## src/rtl/uart_cmd_ctrl.sv

```systemverilog
// rtl/uart_cmd_ctrl.sv - UART byte-command decoder driving N_CH latched channels with holdoff and ACK/NAK replies.
// Optional watchdog that forces all channels OFF is built when CMD_WDT_EN is defined.
module uart_cmd_ctrl #(
    parameter int N_CH           = 4,
    parameter int HOLDOFF        = 12000000,
    parameter int OUT_ACTIVE_LOW = 1,
    parameter int WDT_CYCLES     = 24000000
) (
    input  logic            clk,
    input  logic            reset,
    input  logic [7:0]      rx_data,
    input  logic            rx_done,
    input  logic            parity_error,
    input  logic            tx_busy,
    output logic [7:0]      tx_data,
    output logic            tx_start,
    output logic [N_CH-1:0] ch_out,
    output logic [15:0]     cmd_count,
    output logic [7:0]      err_count,
    output logic            wdt_trip
);

    localparam int HO_W = $clog2(HOLDOFF + 1);
    localparam logic [HO_W-1:0] HO_MAX = HO_W'(HOLDOFF);

    localparam logic [2:0] S_IDLE      = 3'd0;
    localparam logic [2:0] S_DECODE    = 3'd1;
    localparam logic [2:0] S_EXEC      = 3'd2;
    localparam logic [2:0] S_REPLY     = 3'd3;
    localparam logic [2:0] S_WAIT_BUSY = 3'd4;
    localparam logic [2:0] S_WAIT_DONE = 3'd5;

    localparam logic [2:0] OP_ON     = 3'b101;
    localparam logic [2:0] OP_OFF    = 3'b010;
    localparam logic [2:0] OP_TOGGLE = 3'b110;
    localparam logic [2:0] OP_QUERY  = 3'b111;

    logic [2:0]      state_q, state_d;
    logic [7:0]      cmd_q, cmd_d;
    logic            perr_q, perr_d;
    logic [N_CH-1:0] ch_q, ch_d;
    logic [7:0]      tx_data_q, tx_data_d;
    logic            tx_start_q, tx_start_d;
    logic [1:0]      wait_q, wait_d;
    logic [HO_W-1:0] ho_q, ho_d;
    logic [15:0]     cmd_cnt_q, cmd_cnt_d;
    logic [7:0]      err_cnt_q, err_cnt_d;

    logic [2:0]      op;
    logic [4:0]      ch_idx;
    logic            op_on, op_ctrl, op_valid, ch_bad, ch_bit;
    logic [N_CH-1:0] ch_mask;
    logic            nak, ack, overrun, wdt_fire;
    logic [8:0]      err_sum;

    assign op       = cmd_q[7:5];
    assign ch_idx   = cmd_q[4:0];
    assign op_on    = (op == OP_ON) || (op == OP_TOGGLE);
    assign op_ctrl  = (op == OP_ON) || (op == OP_OFF) || (op == OP_TOGGLE);
    assign op_valid = op_ctrl || (op == OP_QUERY);
    assign ch_bad   = 32'(ch_idx) >= 32'(N_CH);
    assign ch_mask  = N_CH'(1) << ch_idx;
    assign ch_bit   = |(ch_q & ch_mask);
    assign overrun  = rx_done && (state_q != S_IDLE);

    always_comb begin
        state_d    = state_q;
        cmd_d      = cmd_q;
        perr_d     = perr_q;
        ch_d       = ch_q;
        tx_data_d  = tx_data_q;
        tx_start_d = 1'b0;
        wait_d     = wait_q;
        ho_d       = (ho_q == HO_MAX) ? ho_q : ho_q + 1'b1;
        nak        = 1'b0;
        ack        = 1'b0;
        case (state_q)
            S_IDLE: begin
                if (rx_done) begin
                    cmd_d   = rx_data;
                    perr_d  = parity_error;
                    state_d = S_DECODE;
                end
            end
            S_DECODE: begin
                nak     = 1'b1;
                state_d = S_REPLY;
                if (perr_q)                            tx_data_d = 8'h61;
                else if (!op_valid)                    tx_data_d = 8'h62;
                else if (ch_bad)                       tx_data_d = 8'h63;
                else if (op_ctrl && (ho_q != HO_MAX))  tx_data_d = 8'h64;
                else begin
                    nak     = 1'b0;
                    state_d = S_EXEC;
                end
            end
            S_EXEC: begin
                ack     = 1'b1;
                state_d = S_REPLY;
                case (op)
                    OP_ON:     ch_d = ch_q | ch_mask;
                    OP_OFF:    ch_d = ch_q & ~ch_mask;
                    OP_TOGGLE: ch_d = ch_q ^ ch_mask;
                    default:   ch_d = ch_q;
                endcase
                tx_data_d = (op == OP_QUERY) ? {3'b001, 4'b0000, ch_bit} : {3'b100, ch_idx};
                if (op_ctrl) ho_d = '0;
            end
            S_REPLY: begin
                if (!tx_busy) begin
                    tx_start_d = 1'b1;
                    wait_d     = 2'd0;
                    state_d    = S_WAIT_BUSY;
                end
            end
            S_WAIT_BUSY: begin
                // A transmitter that never raises busy must not wedge the controller.
                if (tx_busy)              state_d = S_WAIT_DONE;
                else if (wait_q == 2'd3)  state_d = S_IDLE;
                else                      wait_d  = wait_q + 2'd1;
            end
            S_WAIT_DONE: begin
                if (!tx_busy) state_d = S_IDLE;
            end
            default: state_d = S_IDLE;
        endcase
        if (wdt_fire) ch_d = '0;
    end

    // A NAK and an overrun can land in the same cycle, so the error counter may step by two.
    assign err_sum   = {1'b0, err_cnt_q} + 9'(nak) + 9'(overrun);
    assign err_cnt_d = err_sum[8] ? 8'hFF : err_sum[7:0];
    assign cmd_cnt_d = (ack && (cmd_cnt_q != 16'hFFFF)) ? cmd_cnt_q + 16'd1 : cmd_cnt_q;

    always_ff @(posedge clk or posedge reset) begin
        if (reset) begin
            state_q    <= S_IDLE;
            cmd_q      <= 8'h00;
            perr_q     <= 1'b0;
            ch_q       <= '0;
            tx_data_q  <= 8'h00;
            tx_start_q <= 1'b0;
            wait_q     <= 2'd0;
            ho_q       <= HO_MAX;
            cmd_cnt_q  <= 16'h0000;
            err_cnt_q  <= 8'h00;
        end else begin
            state_q    <= state_d;
            cmd_q      <= cmd_d;
            perr_q     <= perr_d;
            ch_q       <= ch_d;
            tx_data_q  <= tx_data_d;
            tx_start_q <= tx_start_d;
            wait_q     <= wait_d;
            ho_q       <= ho_d;
            cmd_cnt_q  <= cmd_cnt_d;
            err_cnt_q  <= err_cnt_d;
        end
    end

`ifdef CMD_WDT_EN
    localparam int WDT_W = $clog2(WDT_CYCLES + 1);

    logic [WDT_W-1:0] wdt_cnt_q, wdt_cnt_d;
    logic             wdt_trip_q, wdt_trip_d;

    always_comb begin
        wdt_cnt_d  = wdt_cnt_q;
        wdt_trip_d = wdt_trip_q;
        wdt_fire   = 1'b0;
        if (ack) begin
            wdt_cnt_d = '0;
            if (op_on) wdt_trip_d = 1'b0;
        end else if (wdt_cnt_q != WDT_W'(WDT_CYCLES)) begin
            wdt_cnt_d = wdt_cnt_q + 1'b1;
            if (wdt_cnt_q == WDT_W'(WDT_CYCLES - 1)) begin
                wdt_fire   = 1'b1;
                wdt_trip_d = 1'b1;
            end
        end
    end

    always_ff @(posedge clk or posedge reset) begin
        if (reset) begin
            wdt_cnt_q  <= '0;
            wdt_trip_q <= 1'b0;
        end else begin
            wdt_cnt_q  <= wdt_cnt_d;
            wdt_trip_q <= wdt_trip_d;
        end
    end

    assign wdt_trip = wdt_trip_q;
`else
    assign wdt_fire = 1'b0;
    assign wdt_trip = 1'b0;
`endif

    assign ch_out    = (OUT_ACTIVE_LOW != 0) ? ~ch_q : ch_q;
    assign tx_data   = tx_data_q;
    assign tx_start  = tx_start_q;
    assign cmd_count = cmd_cnt_q;
    assign err_count = err_cnt_q;

endmodule

```

## config.mk

```make
export PLATFORM = sky130hd
export DESIGN_NAME = uart_cmd_ctrl
export DESIGN_NICKNAME = d
export VERILOG_FILES = /design/src/rtl/uart_cmd_ctrl.sv
export SDC_FILE = /design/constraint.sdc
export NUM_CORES = 1
export LEC_CHECK = 0
export CAP_MARGIN = 20
export CORE_MARGIN = 4
export CORE_UTILIZATION = 40
export DETAILED_ROUTE_END_ITERATION = 8
export HOLD_SLACK_MARGIN = 0.03
export PLACE_DENSITY_LB_ADDON = 0.3
export SLEW_MARGIN = 20
export SYNTH_ARGS = -nofsm -noshare
export SYNTH_HDL_FRONTEND = slang
export SYNTH_SLANG_ARGS = --single-unit
```

## constraint.sdc

```tcl
create_clock -name clk -period 2.5 [get_ports clk]
set_clock_uncertainty 0.15 [all_clocks]
set_input_delay 0.5 -clock clk [delete_from_list [all_inputs] [get_ports clk]]
set_output_delay 0.5 -clock clk [all_outputs]
set_load 0.02 [all_outputs]
```

# After elaboration in Yosys (flattened, before gate mapping)
# Index checks and enable logic that the tools add are counted.
# op_classes
n_eq_ne	20
n_lt_le_gt_ge	1
addsub	5
muxes	33
shift	1
reduce_logical	17
bitwise_logic	6
# op_table
cell	count
$mux 24	3
$mux 8	6
$add 24x1->24 const B	1
$eq 24x24->1 const B	1
$ne 24x24->1 const B	1
$pmux 3 s6	1
$add 16x1->16 const B	1
$ne 16x16->1 const B	1
$pmux 8 s2	1
$eq 3x3->1 const B	5
$mux 3	5
$mux 1	12
$pmux 4 s3	1
$ne 2x2->1 const B	5
$add 8x1->9	1
$add 9x1->9	1
$eq 3x2->1 const B	3
$and 4x4->4	2
$not 4->4	2
$reduce_and 4->1	2
$mux 2	3
$reduce_and 2->1	3
$reduce_bool 3->1	2
$ge 5x3->1 const B	1
14 further kinds	19
# totals
word_cells	93
in_bits	13
ff_bits	75

# Depth between registers and ports, before layout
# depth
depth_word	12
mapped_depth	12
ltp_nobuf	12

# Worst setup path before layout
# OpenSTA, ideal clock, no wires.
# synth_timing
path_type	register to register
startpoint	reg ho_q[0]
endpoint	reg err_cnt_q[7] (netlist: err_count[7])
setup_time_ps	125
slack_ps	-75
arrival_ps	2301
path_buffers	0
required_ps	2225
stages_incl_launch_ff	12
path_cell_list	dfrtp_1 inv_1 ha_1 nor4b_2 a41oi_2 o31ai_4 fa_1 inv_1 ha_1 nand2_1 nand2_1 mux2_2
# synth_via
elab_chain_len	10
# synth_lines
item	line	rtl
start, declared	45	logic [HO_W-1:0] ho_q, ho_d;
start signal, assigned	155	ho_q <= ho_d;
$ne 24x24->1	91	else if (op_ctrl && (ho_q != HO_MAX)) tx_data_d = 8'h64;
$logic_and 1x1->1	91	
$mux 1	91	
$mux 1	90	else if (ch_bad) tx_data_d = 8'h63;
$mux 1	89	else if (!op_valid) tx_data_d = 8'h62;
$mux 1	88	if (perr_q) tx_data_d = 8'h61;
$mux 1	77	case (state_q)
$add 8x1->9	131	assign err_sum = {1'b0, err_cnt_q} + 9'(nak) + 9'(overrun);
$add 9x1->9	131	
$mux 8	132	assign err_cnt_d = err_sum[8] ? 8'hFF : err_sum[7:0];
via err_cnt_d[7]	47	logic [7:0] err_cnt_q, err_cnt_d;
end signal, assigned	157	err_cnt_q <= err_cnt_d;
end, declared	47	
# The timed path passes the listed nets, and every way through them passes these cells.
# A chain may end at the register's enable or synchronous reset.

# Final worst setup path
# layout_timing
startpoint	reg ho_q[18]
endpoint	reg err_cnt_q[7] (netlist: err_count[7])
# The elaborated chain is that of the path after synthesis.

==> flow_summary.json <==
{
  "vias_per_cell": 5.03,
  "cts_max_level": 3,
  "synth_area_leaders": "dfrtp_1 (40%), dfstp_2 (6.5%), ha_1 (5.3%), xor2_1 (4.6%), mux2_2 (3.9%)",
  "post_drt_wl_per_cell_um": 14.1,
  "fin_crit_sh_pct": 101,
  "fin_nets": 496,
  "syn-instance-count": 385,
  "synth_edf_count": 0,
  "fp-row-count": 36,
  "slew_headroom_pct": 65.4,
  "cts_tree": "yes",
  "ys_seq_elements": 75,
  "crit_buf_inv": 1,
  "grt_pass1_vias": 3043,
  "synth.avg_cell_area_um2": 10.5,
  "grt_pass1_wl_um": 14500,
  "crit_type": "reg2reg",
  "grt_max_degree": 66,
  "drive_gt1_share_pct": 22.3,
  "io_buffers": 49,
  "cpPeakStageDelay_ns": 0.54,
  "cp.required_ns": 2.60,
  "synth-simple-area-share_pct": 23.2,
  "worst_pin_slew_ns": 0.518,
  "period_needed_ns": 2.52,
  "p_per_area_nw_per_um2": 1020,
  "synth_adder_area_share_pct": 5.76,
  "muxShareOfSynthArea_pct": 6.13,
  "arrival_ns": 2.61,
  "start_util_pct": 41.1,
  "syn-cell-area_um2": 4040,
  "synth_ff_type": "dfrtp_1",
  "drt_iter0_markers": 161,
  "area_growth_pct": 27.5,
  "grt_overflow": 0,
  "drt.antenna.violating_nets": 0,
  "place_hpwl_um": 6110,
  "mostFrequentLayoutCells": "dfrtp_1 (65), clkdlybuf4s50_1 (49), nor2_1 (39), nand2_1 (34), buf_4 (33)",
  "root_buffer": "clkbuf_8",
  "fp.dieArea_um2": 11800,
  "fmaxAchievable_ghz": 0.397,
  "routed_wl_um": 8490,
  "status": "complete, but fails checks",
  "async_reset_ff_share_pct": 100,
  "drtPass1Iterations": 4,
  "min_path_type": "in2async",
  "coreArea_um2": 9820,
  "whs_ns": 0.282,
  "cts_buffers": 9,
  "cp_max_fo": 3,
  "yosysWarnings": 0,
  "clock_path_buffers": 2,
  "fp.dieW_um": 109,
  "yosysTopAreaCell": "dfrtp_1",
  "start_kind": "register",
  "instances_no_fill": 603,
  "path_clk_slew_ns": 0.09,
  "antenna_found_initial": 0,
  "setup_viol": 1,
  "synthXorXnorAreaFrac_pct": 7.80,
  "rsz0062_at_grt": "yes",
  "path_cells": "and3_2 -> and4_4 -> a41oi_4 -> o31ai_4 -> fa_2 -> inv_2 -> ha_4 -> nand2_4 -> nand2_2 -> mux2_4",
  "finalWeightedCongestion": 0.787,
  "maxCapViolations": 0,
  "synth_top_area_share_pct": 40.3,
  "vias": 3036,
  "slowest_stage": "dfstp_2",
  "cp_top_family": "simple AND/OR/NAND/NOR gates",
  "die_h_um": 109,
  "synth_seq_area_share_pct": 46.8,
  "clk_latency_ns": 0.35,
  "clock_sinks": 75,
  "fin_ws_ns": -0.0176,
  "diodes": 0,
  "end_kind": "register",
  "hold_viol": 0,
  "layout_commonest_cell": "dfrtp_1",
  "synthDistinctLibCells": 56,
  "grt_usage_pct": 15.5,
  "post-place-cells": 585,
  "ioPinCount": 51,
  "synth_compound_area_share_pct": 6.75,
  "power_mw": 5.24,
  "syn-num-nets": 416,
  "synth_top_family_by_area": "simple AND/OR/NAND/NOR gates",
  "ir_drop_mv": 0.581,
  "violations": "negative setup slack",
  "final_max_slew_viol_count": 0,
  "post-route-drc-count": 0,
  "power_leakage_nw": 2.31
}
synthesized netlist by cell type (all sizes together) (3+ instances only):
cell    count
mux2       14
mux2i       9
clkbuf      3
nand2      36
nor2b       4
xor2       21
and4        5
nand3      20
dfrtp      65
buf        11
xnor2      15
or3         3
o21ai       7
nor3        8
ha         17
dfstp      10
a21oi      16
nand4      11
nand2b      3
and3       16
inv        13
nor4        3
nor4b       5
and2        3
nor2       41
report_power, final:
group / switching [mW] / leakage (nW) / internal, mW
combinational: 1.24 / 1.28 / 1.19
clock: 0.493 / 0.0921 / 0.376
sequential: 0.368 / 0.938 / 1.57
metrics by stage:
| stage | cell area (um^2) | setup TNS, ns | setup slack (ns) | utilization (%) |
|---|---|---|---|---|
| 2_1_floorplan | 4060 | -0.0535 | -0.0535 | - |
| 3_3_place_gp | 4880 | 0 | 0.00249 | 49.7 |
| 3_5_place_dp | 4880 | -0.218 | -0.0456 | 49.7 |
| 4_1_cts | 5060 | -0.0178 | -0.0102 | 51.5 |
| 5_1_grt | 5150 | -0.479 | -0.0968 | 52.5 |
| 6_report | 5150 | -0.0176 | -0.0176 | 52.5 |
sequential cells by signal (all words and copies together), names as in the netlist:
name,count
ch_q,4
cmd_count,16
cmd_q,8
err_count,8
ho_q,24
perr_q,1
state_q,3
tx_data,8
tx_start,1
wait_q,2
worst paths after layout:
check,startpoint,endpoint,slack [ns],depth (start not counted)
worst max-delay path,ho_q[18]$_DFF_PP1_,err_count[7]$_DFF_PP0_,-0.02,10
worst min-delay path,reset,cmd_count[7]$_DFFE_PP0P_,0.28,2
worst max register to register,ho_q[18]$_DFF_PP1_,err_count[7]$_DFF_PP0_,-0.02,10
worst min register to register,tx_data[6]$_DFFE_PP0P_,tx_data[6]$_DFFE_PP0P_,0.35,2
max in group asynchronous,reset,ho_q[23]$_DFF_PP1_,1.26,3
min in group clk,tx_data[6]$_DFFE_PP0P_,tx_data[6]$_DFFE_PP0P_,0.35,2
repair_timing:
action                     CTS  global route
hold buffers                 0             0
resized for setup            0            16
setup buffers                0             2
gates cloned                 0             0
pin swaps                    0             8
setup endpoints to repair    2             8
cell families (layout without fill, tap and decap cells):
group	count (synthesis)	count (layout)
adder cells (fa/ha/maj)	18	18
flip-flops	75	75
AND/OR/NAND/NOR	166	166
other	1	1
buffers and inverters	27	112
multiplexers	23	23
XOR/XNOR	36	36
AO/OA/AOI/OAI	39	39
per-layer routing:
layer,GRT usage (%),part of all wire (%)
met5,0,0
met4,6.04,1.5
met3,2.93,3.6
met2,24.4,47
met1,21.0,48
area by class of cell:
type | instances | area, um^2
inverters | 13 | 52.6
flip-flops and latches | 75 | 1890
clock buffers | 9 | 124
clock inverters | 7 | 58.8
well taps | 133 | 166
multi-input cells | 283 | 2100
repair buffers | 83 | 758
fillers | 897 | 4670
(Power assumes the default switching activity.)
